[src/rtl/decode_stage_pipelined_if.sv]
// Handshake and datapath bundle between IF/ID, writeback and the decode stage's ID/EX register.
// master = upstream/environment side, slave = decode stage.
interface decode_stage_pipelined_if #(
    parameter int unsigned WORD      = 64,
    parameter int unsigned INSTR_LEN = 32,
    parameter int unsigned RA_W      = 5
);
    logic                 in_valid;
    logic                 in_ready;
    logic [INSTR_LEN-1:0] instruction;
    logic                 flush;

    logic                 wb_en;
    logic [RA_W-1:0]      wb_addr;
    logic [WORD-1:0]      wb_data;

    logic                 out_valid;
    logic                 out_ready;
    logic                 reg2_loc;
    logic                 uncondbranch;
    logic                 branch;
    logic                 mem_read;
    logic                 mem_to_reg;
    logic                 mem_write;
    logic                 alu_src;
    logic                 reg_write;
    logic [1:0]           alu_op;
    logic [WORD-1:0]      read_data1;
    logic [WORD-1:0]      read_data2;
    logic [WORD-1:0]      sign_extended_output;
    logic [10:0]          opcode;
    logic [RA_W-1:0]      rd;
    logic                 illegal;

    modport master (
        output in_valid, instruction, flush, wb_en, wb_addr, wb_data, out_ready,
        input  in_ready, out_valid, reg2_loc, uncondbranch, branch, mem_read, mem_to_reg,
               mem_write, alu_src, reg_write, alu_op, read_data1, read_data2,
               sign_extended_output, opcode, rd, illegal
    );

    modport slave (
        input  in_valid, instruction, flush, wb_en, wb_addr, wb_data, out_ready,
        output in_ready, out_valid, reg2_loc, uncondbranch, branch, mem_read, mem_to_reg,
               mem_write, alu_src, reg_write, alu_op, read_data1, read_data2,
               sign_extended_output, opcode, rd, illegal
    );
endinterface

[src/rtl/decode_stage_pipelined.sv]
// LEGv8 decode stage: main control, immediate extension, register file and ID/EX register.
// Optional DECODE_WB_BYPASS_EN makes same-cycle writebacks visible to register reads.
module decode_stage_pipelined #(
    parameter int unsigned WORD      = 64,
    parameter int unsigned INSTR_LEN = 32,
    parameter int unsigned NUM_REGS  = 32,
    parameter int unsigned RA_W      = 5
) (
    input logic                     clk,
    input logic                     reset,
    decode_stage_pipelined_if.slave bus
);
    localparam logic [RA_W-1:0] XZR     = RA_W'(NUM_REGS - 1);
    localparam logic [10:0]     OP_ADD  = 11'b10001011000;
    localparam logic [10:0]     OP_SUB  = 11'b11001011000;
    localparam logic [10:0]     OP_AND  = 11'b10001010000;
    localparam logic [10:0]     OP_ORR  = 11'b10101010000;
    localparam logic [10:0]     OP_LDUR = 11'b11111000010;
    localparam logic [10:0]     OP_STUR = 11'b11111000000;

    typedef enum logic [2:0] {
        CLS_ILLEGAL,
        CLS_RTYPE,
        CLS_LDUR,
        CLS_STUR,
        CLS_CBZ,
        CLS_B
    } instr_class_e;

    logic [INSTR_LEN-1:0] instr;
    logic [10:0]          op;
    instr_class_e         cls;

    logic            c_reg2_loc, c_uncondbranch, c_branch, c_mem_read;
    logic            c_mem_to_reg, c_mem_write, c_alu_src, c_reg_write, c_illegal;
    logic [1:0]      c_alu_op;
    logic [WORD-1:0] c_imm;

    logic [RA_W-1:0] rn_addr, r2_addr;
    logic [WORD-1:0] rn_data, r2_data;
    logic [WORD-1:0] regs [NUM_REGS];
    logic            capture;

    assign instr        = bus.instruction;
    assign op           = instr[31:21];
    assign bus.in_ready = !bus.out_valid || bus.out_ready;
    assign capture      = bus.in_valid && bus.in_ready && !bus.flush;

    always_comb begin
        cls = CLS_ILLEGAL;
        casez (op)
            OP_ADD, OP_SUB, OP_AND, OP_ORR: cls = CLS_RTYPE;
            OP_LDUR:                        cls = CLS_LDUR;
            OP_STUR:                        cls = CLS_STUR;
            11'b10110100???:                cls = CLS_CBZ;
            11'b000101?????:                cls = CLS_B;
            default:                        cls = CLS_ILLEGAL;
        endcase
    end

    always_comb begin
        c_reg2_loc     = 1'b0;
        c_uncondbranch = 1'b0;
        c_branch       = 1'b0;
        c_mem_read     = 1'b0;
        c_mem_to_reg   = 1'b0;
        c_mem_write    = 1'b0;
        c_alu_src      = 1'b0;
        c_reg_write    = 1'b0;
        c_alu_op       = 2'b00;
        c_illegal      = 1'b0;
        c_imm          = '0;
        case (cls)
            CLS_RTYPE: begin
                c_reg_write = 1'b1;
                c_alu_op    = 2'b10;
            end
            CLS_LDUR: begin
                c_alu_src    = 1'b1;
                c_mem_to_reg = 1'b1;
                c_reg_write  = 1'b1;
                c_mem_read   = 1'b1;
                c_imm        = WORD'($signed(instr[20:12]));
            end
            CLS_STUR: begin
                c_reg2_loc  = 1'b1;
                c_alu_src   = 1'b1;
                c_mem_write = 1'b1;
                c_imm       = WORD'($signed(instr[20:12]));
            end
            CLS_CBZ: begin
                c_reg2_loc = 1'b1;
                c_branch   = 1'b1;
                c_alu_op   = 2'b01;
                c_imm      = WORD'($signed(instr[23:5]));
            end
            CLS_B: begin
                c_uncondbranch = 1'b1;
                c_imm          = WORD'($signed(instr[25:0]));
            end
            default: c_illegal = 1'b1;
        endcase
    end

    assign rn_addr = instr[9:5];
    assign r2_addr = c_reg2_loc ? instr[4:0] : instr[20:16];

    always_comb begin
        rn_data = (rn_addr == XZR) ? '0 : regs[rn_addr];
        r2_data = (r2_addr == XZR) ? '0 : regs[r2_addr];
`ifdef DECODE_WB_BYPASS_EN
        if (bus.wb_en && bus.wb_addr == rn_addr && rn_addr != XZR) rn_data = bus.wb_data;
        if (bus.wb_en && bus.wb_addr == r2_addr && r2_addr != XZR) r2_data = bus.wb_data;
`endif
    end

    always_ff @(posedge clk) begin
        if (reset) begin
            for (int unsigned i = 0; i < NUM_REGS; i++) regs[i] <= '0;
        end else if (bus.wb_en && bus.wb_addr != XZR) begin
            regs[bus.wb_addr] <= bus.wb_data;
        end
    end

    // Operands are snapshotted at capture only, so a stalled entry never sees later writebacks.
    always_ff @(posedge clk) begin
        if (reset) begin
            bus.out_valid            <= 1'b0;
            bus.reg2_loc             <= 1'b0;
            bus.uncondbranch         <= 1'b0;
            bus.branch               <= 1'b0;
            bus.mem_read             <= 1'b0;
            bus.mem_to_reg           <= 1'b0;
            bus.mem_write            <= 1'b0;
            bus.alu_src              <= 1'b0;
            bus.reg_write            <= 1'b0;
            bus.alu_op               <= '0;
            bus.read_data1           <= '0;
            bus.read_data2           <= '0;
            bus.sign_extended_output <= '0;
            bus.opcode               <= '0;
            bus.rd                   <= '0;
            bus.illegal              <= 1'b0;
        end else begin
            if (bus.flush)          bus.out_valid <= 1'b0;
            else if (capture)       bus.out_valid <= 1'b1;
            else if (bus.out_ready) bus.out_valid <= 1'b0;

            if (capture) begin
                bus.reg2_loc             <= c_reg2_loc;
                bus.uncondbranch         <= c_uncondbranch;
                bus.branch               <= c_branch;
                bus.mem_read             <= c_mem_read;
                bus.mem_to_reg           <= c_mem_to_reg;
                bus.mem_write            <= c_mem_write;
                bus.alu_src              <= c_alu_src;
                bus.reg_write            <= c_reg_write;
                bus.alu_op               <= c_alu_op;
                bus.read_data1           <= rn_data;
                bus.read_data2           <= r2_data;
                bus.sign_extended_output <= c_imm;
                bus.opcode               <= op;
                bus.rd                   <= instr[4:0];
                bus.illegal              <= c_illegal;
            end
        end
    end
endmodule
[src/flat_wrapper.sv]
// flat-port wrapper written by rule: the top's interface ports become plain ports
module decode_stage_pipelined_flat 
#(
    parameter int unsigned WORD      = 64,
    parameter int unsigned INSTR_LEN = 32,
    parameter int unsigned NUM_REGS  = 32,
    parameter int unsigned RA_W      = 5
)
  (clk, reset, bus_in_valid, bus_instruction, bus_flush, bus_wb_en, bus_wb_addr, bus_wb_data, bus_out_ready, bus_in_ready, bus_out_valid, bus_reg2_loc, bus_uncondbranch, bus_branch, bus_mem_read, bus_mem_to_reg, bus_mem_write, bus_alu_src, bus_reg_write, bus_alu_op, bus_read_data1, bus_read_data2, bus_sign_extended_output, bus_opcode, bus_rd, bus_illegal);
  decode_stage_pipelined_if #(.WORD(WORD), .INSTR_LEN(INSTR_LEN), .RA_W(RA_W)) bus_i ();
  input logic clk;
  input logic reset;
  input wire logic [$bits(bus_i.in_valid)-1:0] bus_in_valid;
  input wire logic [$bits(bus_i.instruction)-1:0] bus_instruction;
  input wire logic [$bits(bus_i.flush)-1:0] bus_flush;
  input wire logic [$bits(bus_i.wb_en)-1:0] bus_wb_en;
  input wire logic [$bits(bus_i.wb_addr)-1:0] bus_wb_addr;
  input wire logic [$bits(bus_i.wb_data)-1:0] bus_wb_data;
  input wire logic [$bits(bus_i.out_ready)-1:0] bus_out_ready;
  output wire logic [$bits(bus_i.in_ready)-1:0] bus_in_ready;
  output wire logic [$bits(bus_i.out_valid)-1:0] bus_out_valid;
  output wire logic [$bits(bus_i.reg2_loc)-1:0] bus_reg2_loc;
  output wire logic [$bits(bus_i.uncondbranch)-1:0] bus_uncondbranch;
  output wire logic [$bits(bus_i.branch)-1:0] bus_branch;
  output wire logic [$bits(bus_i.mem_read)-1:0] bus_mem_read;
  output wire logic [$bits(bus_i.mem_to_reg)-1:0] bus_mem_to_reg;
  output wire logic [$bits(bus_i.mem_write)-1:0] bus_mem_write;
  output wire logic [$bits(bus_i.alu_src)-1:0] bus_alu_src;
  output wire logic [$bits(bus_i.reg_write)-1:0] bus_reg_write;
  output wire logic [$bits(bus_i.alu_op)-1:0] bus_alu_op;
  output wire logic [$bits(bus_i.read_data1)-1:0] bus_read_data1;
  output wire logic [$bits(bus_i.read_data2)-1:0] bus_read_data2;
  output wire logic [$bits(bus_i.sign_extended_output)-1:0] bus_sign_extended_output;
  output wire logic [$bits(bus_i.opcode)-1:0] bus_opcode;
  output wire logic [$bits(bus_i.rd)-1:0] bus_rd;
  output wire logic [$bits(bus_i.illegal)-1:0] bus_illegal;
  assign bus_i.in_valid = bus_in_valid;
  assign bus_i.instruction = bus_instruction;
  assign bus_i.flush = bus_flush;
  assign bus_i.wb_en = bus_wb_en;
  assign bus_i.wb_addr = bus_wb_addr;
  assign bus_i.wb_data = bus_wb_data;
  assign bus_i.out_ready = bus_out_ready;
  assign bus_in_ready = bus_i.in_ready;
  assign bus_out_valid = bus_i.out_valid;
  assign bus_reg2_loc = bus_i.reg2_loc;
  assign bus_uncondbranch = bus_i.uncondbranch;
  assign bus_branch = bus_i.branch;
  assign bus_mem_read = bus_i.mem_read;
  assign bus_mem_to_reg = bus_i.mem_to_reg;
  assign bus_mem_write = bus_i.mem_write;
  assign bus_alu_src = bus_i.alu_src;
  assign bus_reg_write = bus_i.reg_write;
  assign bus_alu_op = bus_i.alu_op;
  assign bus_read_data1 = bus_i.read_data1;
  assign bus_read_data2 = bus_i.read_data2;
  assign bus_sign_extended_output = bus_i.sign_extended_output;
  assign bus_opcode = bus_i.opcode;
  assign bus_rd = bus_i.rd;
  assign bus_illegal = bus_i.illegal;
  decode_stage_pipelined #(.WORD(WORD), .INSTR_LEN(INSTR_LEN), .NUM_REGS(NUM_REGS), .RA_W(RA_W)) u_core (.clk(clk), .reset(reset), .bus(bus_i));
endmodule
[config.mk]
export PLATFORM = sky130hd
export DESIGN_NAME = decode_stage_pipelined_flat
export DESIGN_NICKNAME = d
export VERILOG_FILES = /design/src/rtl/decode_stage_pipelined_if.sv /design/src/rtl/decode_stage_pipelined.sv /design/src/flat_wrapper.sv
export SDC_FILE = /design/constraint.sdc
export NUM_CORES = 2
export LEC_CHECK = 0
export BUFFER_PORTS_ARGS = -buffer_cell sky130_fd_sc_hd__buf_2
export CAP_MARGIN = 5
export CORE_MARGIN = 3
export CORE_UTILIZATION = 30
export DETAILED_ROUTE_END_ITERATION = 12
export PLACE_DENSITY = 0.42
export SLEW_MARGIN = 0
export SYNTH_ARGS = -nofsm -noshare
export SYNTH_HDL_FRONTEND = slang
export SYNTH_SLANG_ARGS = --single-unit
[constraint.sdc]
create_clock -name clk -period 3.4 [get_ports clk]
set_input_delay 0.17 -clock clk [delete_from_list [all_inputs] [get_ports clk]]
set_output_delay 0.17 -clock clk [all_outputs]
set_load 0.01 [all_outputs]
* Word level (Yosys, flattened, before mapping)
Memory sizes are Yosys's and may differ from the RTL's.
Cells that the tools add are included.
** Cells by class
- Equality and inequality tests :: 16
- Mux-type cells :: 24
- Reduce and logical (&&, ||, !) cells :: 14
** Operators with widths (count)
- $mux W64 :: 3
- $pmux W64 S3 :: 1
- $eq A11 B11 Y1 const B :: 6
- $reduce_or A64 Y1 :: 1
- $mux W1 :: 16
- $pmux W3 S5 :: 1
- $eq A5 B5 Y1 const B :: 2
- $mux W5 :: 2
- $eq A8 B8 Y1 const B :: 1
- $reduce_or A2 Y1 :: 4
- $eq A3 B2 Y1 const B :: 2
- $eq A3 B3 Y1 const B :: 2
- $eq A6 B3 Y1 const B :: 1
- $ne A5 B5 Y1 const B :: 1
- $reduce_or A5 Y1 :: 1
- $pmux W2 S2 :: 1
- $reduce_or A4 Y1 :: 1
- $eq A3 B1 Y1 const B :: 1
- $logic_and A1 B1 Y1 :: 3
- $logic_not A1 Y1 :: 2
- $reduce_bool A2 Y1 :: 1
- $logic_or A1 B1 Y1 :: 1
** Word-level totals
- Flip-flop bits (word level) :: 219
- Bits in writable memories :: 2048
- Input port bits :: 107
- Output and inout port bits :: 221
- Logic and storage cells :: 70
- Memories kept :: 1
** Memory list
- u_core.regs :: depth 32, width 64, read ports 2, clocked after memory_dff 0, wr ports 32, line decode_stage_pipelined.sv:41 : logic [WORD-1:0] regs [NUM_REGS];

* Depth between registers and ports, before layout
- Depth after elaboration :: 9
- Mapped depth :: 14
- Mapped depth without buffers :: 9

* Least setup slack after synthesis
No wires, ideal clock.
- Path type :: input-to-reg
- Start :: input port bus_instruction[22]
- End :: register u_core.bus.read_data2[31]
- Library setup time :: 138 ps
- Arrival time :: 2531 ps
- Required time :: 3262 ps
- Setup slack :: 730 ps
- Stages :: 12
- Path buffers :: 4
- Path through :: buf_2 -> and4bb_1 -> nand2_2 -> mux2_2 -> nand2_2 -> buf_4 -> buf_2 -> buf_2 -> mux2i_1 -> o22ai_1 -> o41ai_1 -> nand4_1
** On the way
- Longest elaborated chain between the ends :: 9
- Elaborated cells on any way between the ends :: 16
- Classes of those cells :: 9 x eq/ne; 4 x mux; 2 x reduce/logical; 1 x memory
** Ends and longest elaborated chain
- start, declared :: line flat_wrapper.sv:14 : input wire logic [$bits(bus_i.instruction)-1:0] bus_instruction;
- $eq A11 B11 Y1 :: line decode_stage_pipelined.sv:51 : casez (op)
- $reduce_or A4 Y1 :: line decode_stage_pipelined.sv:51
- $pmux W3 S5 * :: line decode_stage_pipelined.sv:51
- $eq A3 B2 Y1 or $eq A3 B3 Y1 (tied branches) :: line decode_stage_pipelined.sv:73 : case (cls)
- $reduce_or A2 Y1 (no line) *
- $mux W1 * :: line decode_stage_pipelined.sv:73
- $mux W5 * :: line decode_stage_pipelined.sv:106 : assign r2_addr = c_reg2_loc ? instr[4:0] : instr[20:16];
- $mem_v2 Z32 W64 or $eq A5 B5 Y1 (tied branches)
- $mux W64 * :: line decode_stage_pipelined.sv:110 : r2_data = (r2_addr == XZR) ? '0 : regs[r2_addr];
- end signal, assigned :: line decode_stage_pipelined.sv:160 : bus.read_data2 <= r2_data;
- end, declared :: line decode_stage_pipelined_if.sv:45 : mem_write, alu_src, reg_write, alu_op, read_data1, read_data2,
Every way passes the cells marked *; elsewhere a longest branch is shown, timed or not.
A chain may end at the register's enable or synchronous reset.

* Final worst setup path
- Start :: input port bus_instruction[31]
- End :: register u_core.bus.read_data2[1]
Same word-level chain as after synthesis.

==> results_dict.tcl <==
set metrics [dict create \
    reg2reg_to "u_core.bus.read_data2[45]" \
    drt_iter0_markers 12390 \
    worstHoldPathType "in2reg" \
    cts-root-buf "clkbuf_16" \
    h-tree-depth 5 \
    yosysSeqAreaShare 0.5613 \
    grt_pass1_wl_um 773800 \
    ant_nets 1 \
    viasPerCell 5.888 \
    syn_area_um2 116000 \
    ios 328 \
    min_path_cells 6 \
    start_util 0.3024 \
    fmax_mhz 293.2 \
    cts_buffer_depth 4 \
    hpwl_um 341600 \
    cpMaxStageDelayCell "nor4_1" \
    cap_viol_max_count 0 \
    grt_antenna_before_repair 80 \
    ys_types 69 \
    synth_seq_cells 2229 \
    finalSetupViolCount 1 \
    grt_use_met3 0.04925 \
    final_cell_mix "edfxtp_1 (2048), and2_1 (1985), mux2i_1 (793)" \
    die_h_um 627.9 \
    slew_headroom 0.3058 \
    grt.total_usage 0.2819 \
    final_cells 15200 \
    vdd_drop_max_mv 0.3887 \
    worst_slack_ns -0.01097 \
    place_inst 14510 \
    synth_edf_count 2048 \
    design.core.area_um2 383700 \
    gr-max-usage-layer "met2" \
    worstPathRequired_ns 4.17 \
    min_period_ns 3.411 \
    finClkSkew_ns 0.03224 \
    maxSlewViolCount 0 \
    dieArea_um2 394300 \
    period_share 1.003 \
    critPathBufInv 6 \
    worst-slew-pin-transition_ns 1.032 \
    wl_per_cell_um 37.86 \
    final_common_cell "edfxtp_1" \
    reg2reg_setup_slack_ns 0.25 \
    cp_top_family "simple AND/OR/NAND/NOR gates" \
    nets 9884 \
    grt_pass1_vias 87320 \
    r2r-start "u_core.bus.out_valid" \
    worstHoldStart "bus_out_ready" \
    postCtsSetupRepairBufs 0 \
    wirelength_um 575400 \
    end_kind "register" \
    synth_top_flop_cell "edfxtp_1" \
    path_cells "buf_2, dlygate4sd3_1, or3b_1, o21ai_2, and3_1, buf_12, a211oi_4, buf_12, nand2_2, buf_4, o22ai_1, nor4_1, buf_4, o22ai_1" \
    portBuffers 327 \
    powerDensity_nw_per_um2 510.5 \
    met1_usage 0.3731 \
    num_vias 89490 \
    overflow 0 \
    clk_pin_slew_ns 0.06 \
    start_kind "primary input" \
    syn_area_per_cell_um2 12.33 \
    cts_sinks 2229 \
    crit_type "in2reg" \
    drive_above_1_share 0.1862 \
    grt_max_degree 108 \
    cts_made_buffers 273 \
    synthCells 9412 \
    die_w_um 627.9 \
    clk_latency_ns 0.92 \
    hold_end "u_core.bus.reg2_loc" \
    cp.arrival_ns 4.19 \
    reg2regPathDepth 11 \
    violations "antenna rules, setup timing" \
    gp_congestion 0.8574 \
    rows 227 \
    dpl-instance-area_um2 128800 \
    cpPeakStageDelay_ns 0.84 \
    syn2layout_area_growth_pct 19.89 \
    synth-async-reset-ratio 0 \
    cp_max_fo 10 \
    yosys_warnings 0 \
    drt_first_pass_iters 7 \
    cts_tree "yes" \
    drc_errors 0 \
    met2_usage 0.4551 \
    finalHoldViolations 0 \
    fin_area_um2 139100 \
    p_leak_uw 0.05146 \
    rsz0062_at_grt "no" \
    status "finished with violations" \
]
==> Yosys cell counts, types with 8 or more instances <==
cell type | n | area (µm²)
o221a_2 | 29 | 326.6
and2_1 | 1986 | 12420
o41ai_1 | 61 | 534.3
a31oi_1 | 33 | 206.5
nand3_1 | 73 | 365.4
o21ai_0 | 153 | 765.7
a21oi_1 | 514 | 2572
a211oi_1 | 206 | 1546
a2111oi_0 | 36 | 315.3
o311ai_0 | 27 | 236.5
clkbuf_1 | 784 | 2943
nor2_1 | 180 | 675.7
o211ai_1 | 8 | 60.06
dfxtp_1 | 181 | 3623
buf_1 | 115 | 431.7
buf_4 | 46 | 345.3
mux4_2 | 404 | 9099
o32ai_1 | 34 | 297.8
o221ai_1 | 66 | 578.1
buf_2 | 105 | 525.5
a22o_1 | 29 | 254.0
a221oi_1 | 148 | 1296
nand2_1 | 636 | 2387
o22ai_1 | 277 | 1733
and3_1 | 177 | 1107
a22oi_1 | 21 | 157.7
nor3_1 | 34 | 170.2
or2_2 | 32 | 200.2
edfxtp_1 | 2048 | 61500
mux2i_1 | 793 | 7938
a32oi_1 | 60 | 525.5
nor4_1 | 30 | 187.7
==> kinds of logic (layout without fill, tap and decap cells) <==
family                 count (synthesis)  in the layout  share of synthesized area
and+or+nand+nor                     3200           3200                     0.1546
other                                  1            116                 0.00003232
buffers and inverters               1051           1571                    0.03662
AOI/OAI and AO/OA                   1730           1730                     0.1002
DFF                                 2229           2229                     0.5613
muxes                               1201           1201                     0.1473
==> how the worst max path moves through the flow <==
| stage | startpoint | end | cells after the start |
|---|---|---|---|
| 6_report | bus_instruction[31] | u_core.bus.read_data2[1] | 14 |
| 5_1_grt | bus_instruction[31] | u_core.bus.read_data2[1] | 14 |
| 4_1_cts | bus_instruction[31] | u_core.bus.read_data2[53] | 14 |
| 3_5_place_dp | bus_instruction[31] | u_core.bus.read_data2[31] | 11 |
| 3_3_place_gp | bus_instruction[31] | u_core.bus.read_data2[31] | 11 |
| 2_1_floorplan | bus_instruction[22] | u_core.bus.read_data2[31] | 12 |
==> routing by layer <==
| layer | part of all wire | vias up |
|---|---|---|
| met2 | 0.46 | 5673 |
| met1 | 0.40 | 46480 |
| met5 | 0.00018 | - |
| li1 | - | 36150 |
| met3 | 0.090 | 1174 |
| met4 | 0.048 | 14 |
==> tightest hold or removal path: stages <==
cell and delay [ns]:
buf_2 0.10, nor2b_1 0.21, nor3b_2 0.13, buf_4 0.24, nand2_1 0.10, a21oi_1 0.05
==> sequential cells by signal (all words and copies together), names as in the netlist <==
| register | count |
|---|---|
| u_core.bus.mem_write | 1 |
| u_core.bus.alu_op | 2 |
| u_core.bus.branch | 1 |
| u_core.bus.alu_src | 1 |
| u_core.bus.opcode | 11 |
| u_core.bus.sign_extended_output | 26 |
| u_core.bus.read_data1 | 64 |
| u_core.bus.reg_write | 1 |
| u_core.bus.read_data2 | 64 |
| u_core.bus.reg2_loc | 1 |
| u_core.bus.illegal | 1 |
| u_core.regs | 2048 |
| u_core.bus.uncondbranch | 1 |
| u_core.bus.mem_read | 1 |
| u_core.bus.out_valid | 1 |
| u_core.bus.rd | 5 |
==> layout make-up <==
cell class                      count  area (µm²)
Antenna cell                       52       130.1
Clock buffer                      394        7810
Clock inverter                     99       920.9
Fill cell                       36810      244600
Inverter                            1       3.754
Multi-Input combinational cell   6195       47510
Sequential cell                  2229       65120
Tap cell                         5152        6446
Timing Repair Buffer             1077       11160
==> stage by stage <==
step	setup slack (ns)	util	hold WS, ns	power (µW)	TNS (ns)
final	-0.01097	0.3625	0.1464	71010	-0.01097
after global routing	0.04033	0.3622	0.1390	72920	0
after CTS	0.03244	0.3622	0.06564	71320	0
after detailed placement	-0.8566	0.3357	0.3774	41820	-7.847
after global placement	-0.9532	0.3357	0.3712	41750	-7.429
after floorplan	0.7305	-	0.2468	37000	0
==> what timing repair did <==
action,in CTS,in global routing
gates resized for setup,0,3
endpoints found under the hold margin,2077,0
setup endpoints to repair,0,3
hold buffers,143,0
==> report_power, final <==
| group | switching [µW] | total (µW) | internal [µW] |
|---|---|---|---|
| sequential | 1040 | 32500 | 31400 |
| clock | 12500 | 29400 | 17000 |
| combinational | 5860 | 9100 | 3240 |
| total | 19400 | 71000 | 51600 |
Power figures use the tool's default switching activity.
